===== config.mk =====
export PLATFORM = sky130hd
export DESIGN_NAME = itlb_req_arbiter_flat
export DESIGN_NICKNAME = d
export VERILOG_FILES = /design/src/rtl/itlb_req_arbiter_if.sv /design/src/rtl/itlb_req_arbiter.sv /design/src/flat_wrapper.sv
export SDC_FILE = /design/constraint.sdc
export NUM_CORES = 1
export LEC_CHECK = 0
export CORE_MARGIN = 1.5
export CORE_UTILIZATION = 47
export DETAILED_ROUTE_END_ITERATION = 6
export DONT_BUFFER_PORTS = 1
export GPL_ROUTABILITY_DRIVEN = 0
export SLEW_MARGIN = 20
export SYNTH_ARGS = -nofsm -noshare
export SYNTH_HDL_FRONTEND = slang
export SYNTH_SLANG_ARGS = --single-unit

===== constraint.sdc =====
create_clock -name clk -period 6.3 [get_ports clk]
set_clock_uncertainty 0.2 [all_clocks]
set_input_delay 1.575 -clock clk [delete_from_list [all_inputs] [get_ports clk]]
set_output_delay 1.575 -clock clk [all_outputs]
set_load 0.02 [all_outputs]

===== src/rtl/itlb_req_arbiter_if.sv =====
// Signal bundle between the ITLB request arbiter and its fetch requesters / ITLB.
// master = arbiter side, slave = environment (requesters plus ITLB) side.
interface itlb_req_arbiter_if #(
    parameter int NUM_REQ = 4,
    parameter int VPN_W   = 27,
    parameter int PPN_W   = 44,
    parameter int IDW     = (NUM_REQ > 1) ? $clog2(NUM_REQ) : 1
);
    logic [NUM_REQ-1:0]       req_valid;
    logic [NUM_REQ*VPN_W-1:0] req_vpn;
    logic [NUM_REQ-1:0]       req_ready;
    logic                     flush;
    logic                     tlb_valid;
    logic [VPN_W-1:0]         tlb_vpn;
    logic [IDW-1:0]           tlb_id;
    logic                     tlb_stall;
    logic                     tlb_res_valid;
    logic [IDW-1:0]           tlb_res_id;
    logic                     tlb_res_hit;
    logic [PPN_W-1:0]         tlb_res_ppn;
    logic [NUM_REQ-1:0]       rsp_valid;
    logic                     rsp_hit;
    logic [PPN_W-1:0]         rsp_ppn;

    modport master (
        input  req_valid, req_vpn, flush, tlb_stall,
        input  tlb_res_valid, tlb_res_id, tlb_res_hit, tlb_res_ppn,
        output req_ready, tlb_valid, tlb_vpn, tlb_id,
        output rsp_valid, rsp_hit, rsp_ppn
    );

    modport slave (
        output req_valid, req_vpn, flush, tlb_stall,
        output tlb_res_valid, tlb_res_id, tlb_res_hit, tlb_res_ppn,
        input  req_ready, tlb_valid, tlb_vpn, tlb_id,
        input  rsp_valid, rsp_hit, rsp_ppn
    );
endinterface


===== src/rtl/itlb_req_arbiter.sv =====
// Shares one ITLB lookup port between NUM_REQ fetch requesters: age-ordered issue,
// id-tagged results routed back as one-cycle pulses, flush-safe result accounting.
module itlb_req_arbiter #(
    parameter int NUM_REQ = 4,
    parameter int VPN_W   = 27,
    parameter int PPN_W   = 44
) (
    input  logic               clk,
    input  logic               rst_n,
    itlb_req_arbiter_if.master bus
);
    localparam int IDW  = (NUM_REQ > 1) ? $clog2(NUM_REQ) : 1;
    localparam int CNTW = $clog2(NUM_REQ + 1);

    // Per-requester bookkeeping: accepted, sent to ITLB, result owed after flush.
    logic [NUM_REQ-1:0] busy_r;
    logic [NUM_REQ-1:0] issued_r;
    logic [NUM_REQ-1:0] ignore_r;
    logic [NUM_REQ-1:0] busy_n_s;
    logic [NUM_REQ-1:0] issued_n_s;
    logic [NUM_REQ-1:0] ignore_n_s;

    // Shift-down queue: slot 0 is always the oldest pending lookup.
    logic [IDW-1:0]     fifo_id_r    [NUM_REQ];
    logic [VPN_W-1:0]   fifo_vpn_r   [NUM_REQ];
    logic [IDW-1:0]     fifo_id_n_s  [NUM_REQ];
    logic [VPN_W-1:0]   fifo_vpn_n_s [NUM_REQ];
    logic [CNTW-1:0]    cnt_r;
    logic [CNTW-1:0]    cnt_n_s;
    int                 wr_pos_s;

    logic [NUM_REQ-1:0] rsp_valid_r;
    logic [NUM_REQ-1:0] rsp_valid_n_s;
    logic               rsp_hit_r;
    logic               rsp_hit_n_s;
    logic [PPN_W-1:0]   rsp_ppn_r;
    logic [PPN_W-1:0]   rsp_ppn_n_s;

    logic [NUM_REQ-1:0] req_ready_s;
    logic [NUM_REQ-1:0] accept_s;
    logic [NUM_REQ-1:0] head_oh_s;
    logic [NUM_REQ-1:0] issue_oh_s;
    logic [NUM_REQ-1:0] res_oh_s;
    logic [NUM_REQ-1:0] res_live_s;
    logic [NUM_REQ-1:0] res_ign_s;
    logic               tlb_valid_s;
    logic               pop_s;
    logic               deliver_s;

    // Handshake, issue and result decode, all from registered state plus flush.
    always_comb begin
        req_ready_s = ~busy_r & ~ignore_r & {NUM_REQ{~bus.flush}};
        accept_s    = bus.req_valid & req_ready_s;
        tlb_valid_s = (cnt_r != '0) && !bus.flush;
        pop_s       = tlb_valid_s && !bus.tlb_stall;
        for (int i = 0; i < NUM_REQ; i++) begin
            head_oh_s[i] = (fifo_id_r[0] == IDW'(i));
            res_oh_s[i]  = bus.tlb_res_valid && (bus.tlb_res_id == IDW'(i));
        end
        issue_oh_s = pop_s ? head_oh_s : '0;
        // A result matches at most one requester; it is live only if that one is issued.
        res_live_s = res_oh_s & issued_r & ~ignore_r;
        res_ign_s  = res_oh_s & ignore_r;
        deliver_s  = (res_live_s != '0) && !bus.flush;
    end

    // Queue update: pop shifts every entry down, new accepts append in index order.
    always_comb begin
        fifo_id_n_s  = fifo_id_r;
        fifo_vpn_n_s = fifo_vpn_r;
        for (int k = 0; k < NUM_REQ - 1; k++) begin
            fifo_id_n_s[k]  = pop_s ? fifo_id_r[k+1]  : fifo_id_r[k];
            fifo_vpn_n_s[k] = pop_s ? fifo_vpn_r[k+1] : fifo_vpn_r[k];
        end
        wr_pos_s = int'(cnt_r) - int'(pop_s);
        for (int i = 0; i < NUM_REQ; i++) begin
            for (int k = 0; k < NUM_REQ; k++) begin
                fifo_id_n_s[k]  = (accept_s[i] && (k == wr_pos_s)) ? IDW'(i) : fifo_id_n_s[k];
                fifo_vpn_n_s[k] = (accept_s[i] && (k == wr_pos_s)) ?
                                  bus.req_vpn[i*VPN_W +: VPN_W] : fifo_vpn_n_s[k];
            end
            wr_pos_s = wr_pos_s + int'(accept_s[i]);
        end
        if (bus.flush) begin
            cnt_n_s = '0;
        end else begin
            cnt_n_s = CNTW'(wr_pos_s);
        end
    end

    // Requester status and response next-state.
    always_comb begin
        if (bus.flush) begin
            // In-flight lookups become owed results unless their result is consumed now.
            busy_n_s   = '0;
            issued_n_s = '0;
            ignore_n_s = (ignore_r | issued_r) & ~res_oh_s;
        end else begin
            busy_n_s   = (busy_r | accept_s) & ~res_live_s;
            issued_n_s = (issued_r | issue_oh_s) & ~(res_live_s | res_ign_s);
            ignore_n_s = ignore_r & ~res_ign_s;
        end
        if (deliver_s) begin
            rsp_valid_n_s = res_live_s;
            rsp_hit_n_s   = bus.tlb_res_hit;
            rsp_ppn_n_s   = bus.tlb_res_ppn;
        end else begin
            rsp_valid_n_s = '0;
            rsp_hit_n_s   = rsp_hit_r;
            rsp_ppn_n_s   = rsp_ppn_r;
        end
    end

    // State registers with synchronous active-low reset.
    always_ff @(posedge clk) begin
        if (!rst_n) begin
            busy_r      <= '0;
            issued_r    <= '0;
            ignore_r    <= '0;
            cnt_r       <= '0;
            rsp_valid_r <= '0;
            rsp_hit_r   <= 1'b0;
            rsp_ppn_r   <= '0;
            for (int k = 0; k < NUM_REQ; k++) begin
                fifo_id_r[k]  <= '0;
                fifo_vpn_r[k] <= '0;
            end
        end else begin
            busy_r      <= busy_n_s;
            issued_r    <= issued_n_s;
            ignore_r    <= ignore_n_s;
            cnt_r       <= cnt_n_s;
            rsp_valid_r <= rsp_valid_n_s;
            rsp_hit_r   <= rsp_hit_n_s;
            rsp_ppn_r   <= rsp_ppn_n_s;
            for (int k = 0; k < NUM_REQ; k++) begin
                fifo_id_r[k]  <= fifo_id_n_s[k];
                fifo_vpn_r[k] <= fifo_vpn_n_s[k];
            end
        end
    end

    assign bus.req_ready = req_ready_s;
    assign bus.tlb_valid = tlb_valid_s;
    assign bus.tlb_vpn   = fifo_vpn_r[0];
    assign bus.tlb_id    = fifo_id_r[0];
    assign bus.rsp_valid = rsp_valid_r;
    assign bus.rsp_hit   = rsp_hit_r;
    assign bus.rsp_ppn   = rsp_ppn_r;
endmodule


===== src/flat_wrapper.sv =====
// flat-port wrapper written by rule: the top's interface ports become plain ports
module itlb_req_arbiter_flat 
#(
    parameter int NUM_REQ = 4,
    parameter int VPN_W   = 27,
    parameter int PPN_W   = 44
)
  (clk, rst_n, bus_req_valid, bus_req_vpn, bus_flush, bus_tlb_stall, bus_tlb_res_valid, bus_tlb_res_id, bus_tlb_res_hit, bus_tlb_res_ppn, bus_req_ready, bus_tlb_valid, bus_tlb_vpn, bus_tlb_id, bus_rsp_valid, bus_rsp_hit, bus_rsp_ppn);
  itlb_req_arbiter_if #(.NUM_REQ(NUM_REQ), .VPN_W(VPN_W), .PPN_W(PPN_W)) bus_i ();
  input  logic clk;
  input  logic rst_n;
  input wire logic [$bits(bus_i.req_valid)-1:0] bus_req_valid;
  input wire logic [$bits(bus_i.req_vpn)-1:0] bus_req_vpn;
  input wire logic [$bits(bus_i.flush)-1:0] bus_flush;
  input wire logic [$bits(bus_i.tlb_stall)-1:0] bus_tlb_stall;
  input wire logic [$bits(bus_i.tlb_res_valid)-1:0] bus_tlb_res_valid;
  input wire logic [$bits(bus_i.tlb_res_id)-1:0] bus_tlb_res_id;
  input wire logic [$bits(bus_i.tlb_res_hit)-1:0] bus_tlb_res_hit;
  input wire logic [$bits(bus_i.tlb_res_ppn)-1:0] bus_tlb_res_ppn;
  output wire logic [$bits(bus_i.req_ready)-1:0] bus_req_ready;
  output wire logic [$bits(bus_i.tlb_valid)-1:0] bus_tlb_valid;
  output wire logic [$bits(bus_i.tlb_vpn)-1:0] bus_tlb_vpn;
  output wire logic [$bits(bus_i.tlb_id)-1:0] bus_tlb_id;
  output wire logic [$bits(bus_i.rsp_valid)-1:0] bus_rsp_valid;
  output wire logic [$bits(bus_i.rsp_hit)-1:0] bus_rsp_hit;
  output wire logic [$bits(bus_i.rsp_ppn)-1:0] bus_rsp_ppn;
  assign bus_i.req_valid = bus_req_valid;
  assign bus_i.req_vpn = bus_req_vpn;
  assign bus_i.flush = bus_flush;
  assign bus_i.tlb_stall = bus_tlb_stall;
  assign bus_i.tlb_res_valid = bus_tlb_res_valid;
  assign bus_i.tlb_res_id = bus_tlb_res_id;
  assign bus_i.tlb_res_hit = bus_tlb_res_hit;
  assign bus_i.tlb_res_ppn = bus_tlb_res_ppn;
  assign bus_req_ready = bus_i.req_ready;
  assign bus_tlb_valid = bus_i.tlb_valid;
  assign bus_tlb_vpn = bus_i.tlb_vpn;
  assign bus_tlb_id = bus_i.tlb_id;
  assign bus_rsp_valid = bus_i.rsp_valid;
  assign bus_rsp_hit = bus_i.rsp_hit;
  assign bus_rsp_ppn = bus_i.rsp_ppn;
  itlb_req_arbiter #(.NUM_REQ(NUM_REQ), .VPN_W(VPN_W), .PPN_W(PPN_W)) u_core (.clk(clk), .rst_n(rst_n), .bus(bus_i));
endmodule

# ---- After elaboration in Yosys (flattened, before gate mapping)
# Cells that the tools add are included.
dict set report word_totals {
  ff_bits 180
  latch_bits 0
  ramBits 0
  rom_bits 0
  in_bits 164
  output_inout_bits 83
  elab_cells 139
  n_memories 0
}
dict set report classes {
  n_addsub 5
  mul 0
  n_div 0
  n_lt_le_gt_ge 0
  n_eq_ne 18
  shifts 0
  n_mux 40
  bitwise 22
  n_reduce_logical 39
}
# op count
set ops {}
lappend ops {{$mux W27} 19}
lappend ops {{$eq A3 B32 Y1 const A} 8}
lappend ops {{$eq A2 B32 Y1 const A} 4}
lappend ops {{$logic_not A32 Y1} 4}
lappend ops {{$add A32 B2 Y32} 3}
lappend ops {{$and A4 B4 Y4} 10}
lappend ops {{$mux W2} 19}
lappend ops {{$not A4 Y4} 6}
lappend ops {{$logic_and A1 B1 Y1} 23}
lappend ops {{$or A4 B4 Y4} 4}
lappend ops {{$reduce_bool A5 Y1} 3}
lappend ops {{$eq A2 B2 Y1 const B} 4}
lappend ops {{$mux W4} 2}
lappend ops {{$reduce_bool A4 Y1} 2}
lappend ops {{$eq A2 B1 Y1 const B} 2}
lappend ops {{$logic_not A2 Y1} 2}
lappend ops {{$sub A3 B1 Y4} 1}
lappend ops {{$add A3 B2 Y3} 1}
lappend ops {{$reduce_bool A3 Y1} 1}
lappend ops {{$logic_not A1 Y1} 2}
lappend ops {{$not A1 Y1} 2}
lappend ops {{$reduce_and A2 Y1} 1}
lappend ops {{$reduce_or A2 Y1} 1}

# ---- Longest topological paths before layout
dict set report depth {
  ltp_word 10
  ltp_mapped 22
  ltp_nobuf 17
}

# ---- Worst setup path before layout
# OpenSTA, ideal clock, no wires.
dict set report synth_path {
  path_type {in2reg}
  from {in bus_flush}
  to {reg u_core.fifo_vpn_r[19] in the netlist's numbering}
  setup_time_ns 0.116
  t_arrival_ns 5.840
  required_ns 5.984
  slack_ns 0.144
  stages 19
  path_buffers 6
  path_cell_list {or3_1 clkbuf_1 inv_1 clkbuf_1 ha_1 inv_1 ha_1 ha_1 ha_1 clkbuf_1 clkbuf_1 nor4b_1 o2111ai_1 nor2_1 buf_2 clkbuf_1 mux2_2 mux2_4 o211a_1}
}
dict set report synth_via {
  elab_chain_len 10
  word_cells_on_any_way 22
  cone_classes {add/sub (4); eq/ne (4); mux (3); bitwise (3); reduce/logical (8)}
}
# element line
set synth_lines {}
lappend synth_lines {{from (decl)} flat_wrapper.sv:14} ;# input wire logic [$bits(bus_i.flush)-1:0] bus_flush;
lappend synth_lines {{$logic_not A1 Y1} itlb_req_arbiter.sv:54} ;# tlb_valid_s = (cnt_r != '0) && !bus.flush;
lappend synth_lines {{$logic_and A1 B1 Y1} itlb_req_arbiter.sv:54}
lappend synth_lines {{$logic_and A1 B1 Y1} itlb_req_arbiter.sv:55} ;# pop_s = tlb_valid_s && !bus.tlb_stall;
lappend synth_lines {{$sub A3 B1 Y4} itlb_req_arbiter.sv:75} ;# wr_pos_s = int'(cnt_r) - int'(pop_s);
lappend synth_lines {{$add A32 B2 Y32} itlb_req_arbiter.sv:82} ;# wr_pos_s = wr_pos_s + int'(accept_s[i]);
lappend synth_lines {{$add A32 B2 Y32 / $eq A3 B32 Y1 (equally long branches)} {itlb_req_arbiter.sv:82, itlb_req_arbiter.sv:79}}
lappend synth_lines {{$add A32 B2 Y32 (tied with other cells)} itlb_req_arbiter.sv:82}
lappend synth_lines {{$eq A3 B32 Y1 (tied with other cells)} itlb_req_arbiter.sv:79} ;# fifo_vpn_n_s[k] = (accept_s[i] && (k == wr_pos_s)) ?
lappend synth_lines {{$logic_and A1 B1 Y1 / $mux W27 (equally long branches)} itlb_req_arbiter.sv:79}
lappend synth_lines {{$reduce_bool A4 Y1 (no source line) / $mux W27 (equally long branches)} -}
lappend synth_lines {{to (signal, indexed assignment)} itlb_req_arbiter.sv:138} ;# fifo_vpn_r[k] <= fifo_vpn_n_s[k];
lappend synth_lines {{to (decl)} itlb_req_arbiter.sv:25} ;# logic [VPN_W-1:0] fifo_vpn_r [NUM_REQ];
# Several ways; a longest one is shown, not always the timed one.
# A chain may end at the register's enable or synchronous reset.

# ---- Worst setup path in the final report
dict set report layout_path {
  from {in bus_flush}
  to {reg u_core.fifo_vpn_r[30] in the netlist's numbering}
}
dict set report layout_via {
  elab_chain_len 10
  word_cells_on_any_way 23
  cone_classes {add/sub (4); eq/ne (4); mux (4); bitwise (3); reduce/logical (8)}
}
# element line
set layout_lines {}
lappend layout_lines {{$logic_not A1 Y1} itlb_req_arbiter.sv:54}
lappend layout_lines {{$logic_and A1 B1 Y1} itlb_req_arbiter.sv:54}
lappend layout_lines {{$logic_and A1 B1 Y1} itlb_req_arbiter.sv:55}
lappend layout_lines {{$sub A3 B1 Y4} itlb_req_arbiter.sv:75}
lappend layout_lines {{$add A32 B2 Y32 / $eq A3 B32 Y1 (equally long branches)} {itlb_req_arbiter.sv:82, itlb_req_arbiter.sv:79}}
lappend layout_lines {{$add A32 B2 Y32 (tied with other cells) (2 in series)} itlb_req_arbiter.sv:82}
lappend layout_lines {{$eq A3 B32 Y1 (tied with other cells)} itlb_req_arbiter.sv:79}
lappend layout_lines {{$logic_and A1 B1 Y1 / $mux W27 (equally long branches)} itlb_req_arbiter.sv:79}
lappend layout_lines {{$reduce_bool A5 Y1 (no source line) / $mux W27 (equally long branches)} -}
# Several ways; a longest one is shown, not always the timed one.

==> out/results.ini <==
[outcome]
outcome = completed

[sta]
holdWs_ns = 0.287
grt_setup_unrepaired = no
hold_viol_final = 0
final.setup.tns_ns = 0
setup_violations = 0
fin_crit_ns = 5.69
relSlewSlack_pct = 32.4
tightest_slew_ns = 1.01
fmax_mhz = 176
finalCritPeriodShare_pct = 90.2
slew_violations = 0

[synth]
synth_seq_cells = 180
ys_async_sr_fraction_pct = 0
synth_warnings = 0
ys_types = 70
synth_area_mm2 = 0.0115
syn_inst = 1496
ys_seq_area_share_pct = 31.3
synthFlopType = dfxtp_1
syn_avg_cell_area_um2 = 7.69
synth_edf_count = 0

[die]
core_area_mm2 = 0.0242
io_pins = 247
die-area_mm2 = 0.0254
die_w_um = 159
die_h_um = 159
initial_core_util_pct = 47.6
rows = 57

[detailed_routing]
top_layer_used = met4
avgViaCountPerCell = 6.25
drt_wl_total_um = 37500
wl_per_cell_um = 21.6
drtPass1Iterations = 5
postRouteAntennaNets = 0
remaining_drc_errors = 0
wl_met1_um = 15800
drtIter0Drc = 914
dr_wl_met3_um = 3000
via_count = 10900
wl_met2_um = 17700

[setup_path]
startpoint_type = input port
worst-setup-path-type = in2reg
critPathArrivalTime_ns = 5.83
worstPathRequired_ns = 6.44
worstSetupEndpointType = register
worstPathMaxFanout = 16

[cells_and_area]
final_common_cell = nand2_1
nFillCells = 2373
drive_gt1_share_pct = 9.96
utilization_pct = 50.9
mostFrequentLayoutCells = nand2_1 (285), dfxtp_1 (180), nand3_1 (121)
nets = 1581
num_antenna_cells = 0
area_growth_pct = 7.02

[clock_network]
tritoncts = yes
hold_buffers = 0
postCtsSetupRepairBufs = 0
cts_buffers = 17
numClockSinks = 180
clockBufferDepth = 2
clk_pin_slew_ns = 0.07
cts_max_level = 4
cts-root-buf = clkbuf_16
clk-insertion-delay-late_ns = 0.44
cts_resized = 0

[global_route]
grt_pass1_wl_um = 58900
antenna_found_initial = 0
grt_start_max_net_pins = 118
gr-total-overflow = 0
grt_pass1_vias = 10300
grt_usage_pct = 29.2

[power_and_ir_drop]
power_leakage_nw = 5.61
p_per_area_mw_per_mm2 = 227
ir_drop_uv = 131

[flow_run]
cap_violations = 0

[worst_hold_path]
hold_class = reg2reg

[place]
hpwl_um = 23800
io_buffers = 0

-- flip-flops by register name (all words and copies together), names as in the netlist --
name                  flops
u_core.bus.rsp_hit        1
u_core.bus.rsp_ppn       44
u_core.bus.rsp_valid      4
u_core.bus.tlb_id         2
u_core.bus.tlb_vpn       27
u_core.busy_r             4
u_core.cnt_r              3
u_core.fifo_id_r          6
u_core.fifo_vpn_r        81
u_core.ignore_r           4
u_core.issued_r           4
-- cell usage after synthesis (5+ instances only) --
library cell | n | area share (%)
a21oi_1 | 93 | 4.0
dfxtp_1 | 180 | 31
and3_1 | 7 | 0.38
mux2_1 | 10 | 0.98
nor2_1 | 99 | 3.2
nand4b_1 | 5 | 0.38
buf_2 | 13 | 0.57
o211a_1 | 32 | 2.8
ha_1 | 14 | 1.5
a21boi_0 | 51 | 3.3
mux2_2 | 36 | 3.5
nor3_1 | 16 | 0.70
nand3_1 | 121 | 5.3
nor3b_1 | 6 | 0.39
nand3b_1 | 5 | 0.33
a31oi_1 | 5 | 0.27
buf_4 | 30 | 2.0
nand4_1 | 12 | 0.65
o221ai_1 | 81 | 6.2
clkbuf_1 | 101 | 3.3
mux2_4 | 9 | 1.2
buf_1 | 14 | 0.46
and2_1 | 6 | 0.33
mux2i_1 | 84 | 7.3
inv_1 | 15 | 0.49
nand2_1 | 285 | 9.3
o21ai_0 | 91 | 4.0
-- path summary, 6_finish.rpt --
check	slack [ns]	endpoint	depth (start not counted)	startpoint
worst max-delay path	0.61	u_core.fifo_vpn_r[30]	17	bus_flush
worst min-delay path	0.29	u_core.fifo_vpn_r[30]	2	u_core.fifo_vpn_r[30]
worst max register to register	1.20	u_core.fifo_vpn_r[30]	18	u_core.cnt_r[2]
worst min register to register	0.29	u_core.fifo_vpn_r[30]	2	u_core.fifo_vpn_r[30]
-- cells by family (layout without fill, tap and decap cells) --
group | after synthesis | in the layout | synth area share (%)
multiplexers | 139 | 139 | 13.0
AND/OR/NAND/NOR | 592 | 592 | 23.1
XOR/XNOR | 7 | 7 | 0.794
adder cells (fa/ha/maj) | 14 | 14 | 1.52
other | 2 | 6 | 0.0653
AO/OA/AOI/OAI | 387 | 387 | 23.2
buffers and inverters | 175 | 91 | 6.96
flip-flops | 180 | 180 | 31.3
-- layout make-up --
type / instances / area [um^2] / area share (%)
clock inverter: 15 / 209 / 1.70
timing repair buffer: 44 / 405 / 3.29
clock buffer: 17 / 425 / 3.46
tap: 324 / 405 / 3.29
inverter: 15 / 56.3 / 0.457
multi-input combinational: 1145 / 7200 / 58.5
sequential: 180 / 3600 / 29.3
-- critical path, cell delays in order --
cell and delay [ns]:
or3_1 0.40, inv_1 0.10, ha_1 0.29, inv_1 0.10
ha_1 0.25, ha_1 0.40, ha_1 0.28, ha_1 0.36
inv_1 0.14, a41o_1 0.23, a21oi_1 0.17, a222oi_1 0.08
and4_1 0.28, nand4b_1 0.15, nand3_1 0.48, buf_4 0.38
o221ai_1 0.16
-- metal layers --
metal	global-route usage, %	up-vias
met4	11.1	0
met2	47.8	480
met1	37.6	5113
met3	6.20	83
met5	0	-
li1	-	5199
-- power breakdown --
group          switching [mW]  internal, mW  leakage (nW)  total, mW
sequential             0.0213          1.15          1.45       1.18
combinational           0.285         0.172          3.85      0.457
clock                   0.541         0.615         0.311       1.16
-- stage by stage --
stage / setup slack [ns] / instance area [um^2] / total power, mW / std cells
2_1_floorplan: 0.144 / 11500 / 1.54 / 1500
3_3_place_gp: 0.433 / 11700 / 1.64 / 1708
3_5_place_dp: 0.269 / 11700 / 1.65 / 1708
4_1_cts: 0.690 / 12300 / 2.80 / 1740
5_1_grt: 0.312 / 12300 / 2.91 / 1740
6_report: 0.615 / 12300 / 2.79 / 1740
Power figures use the tool's default switching activity.
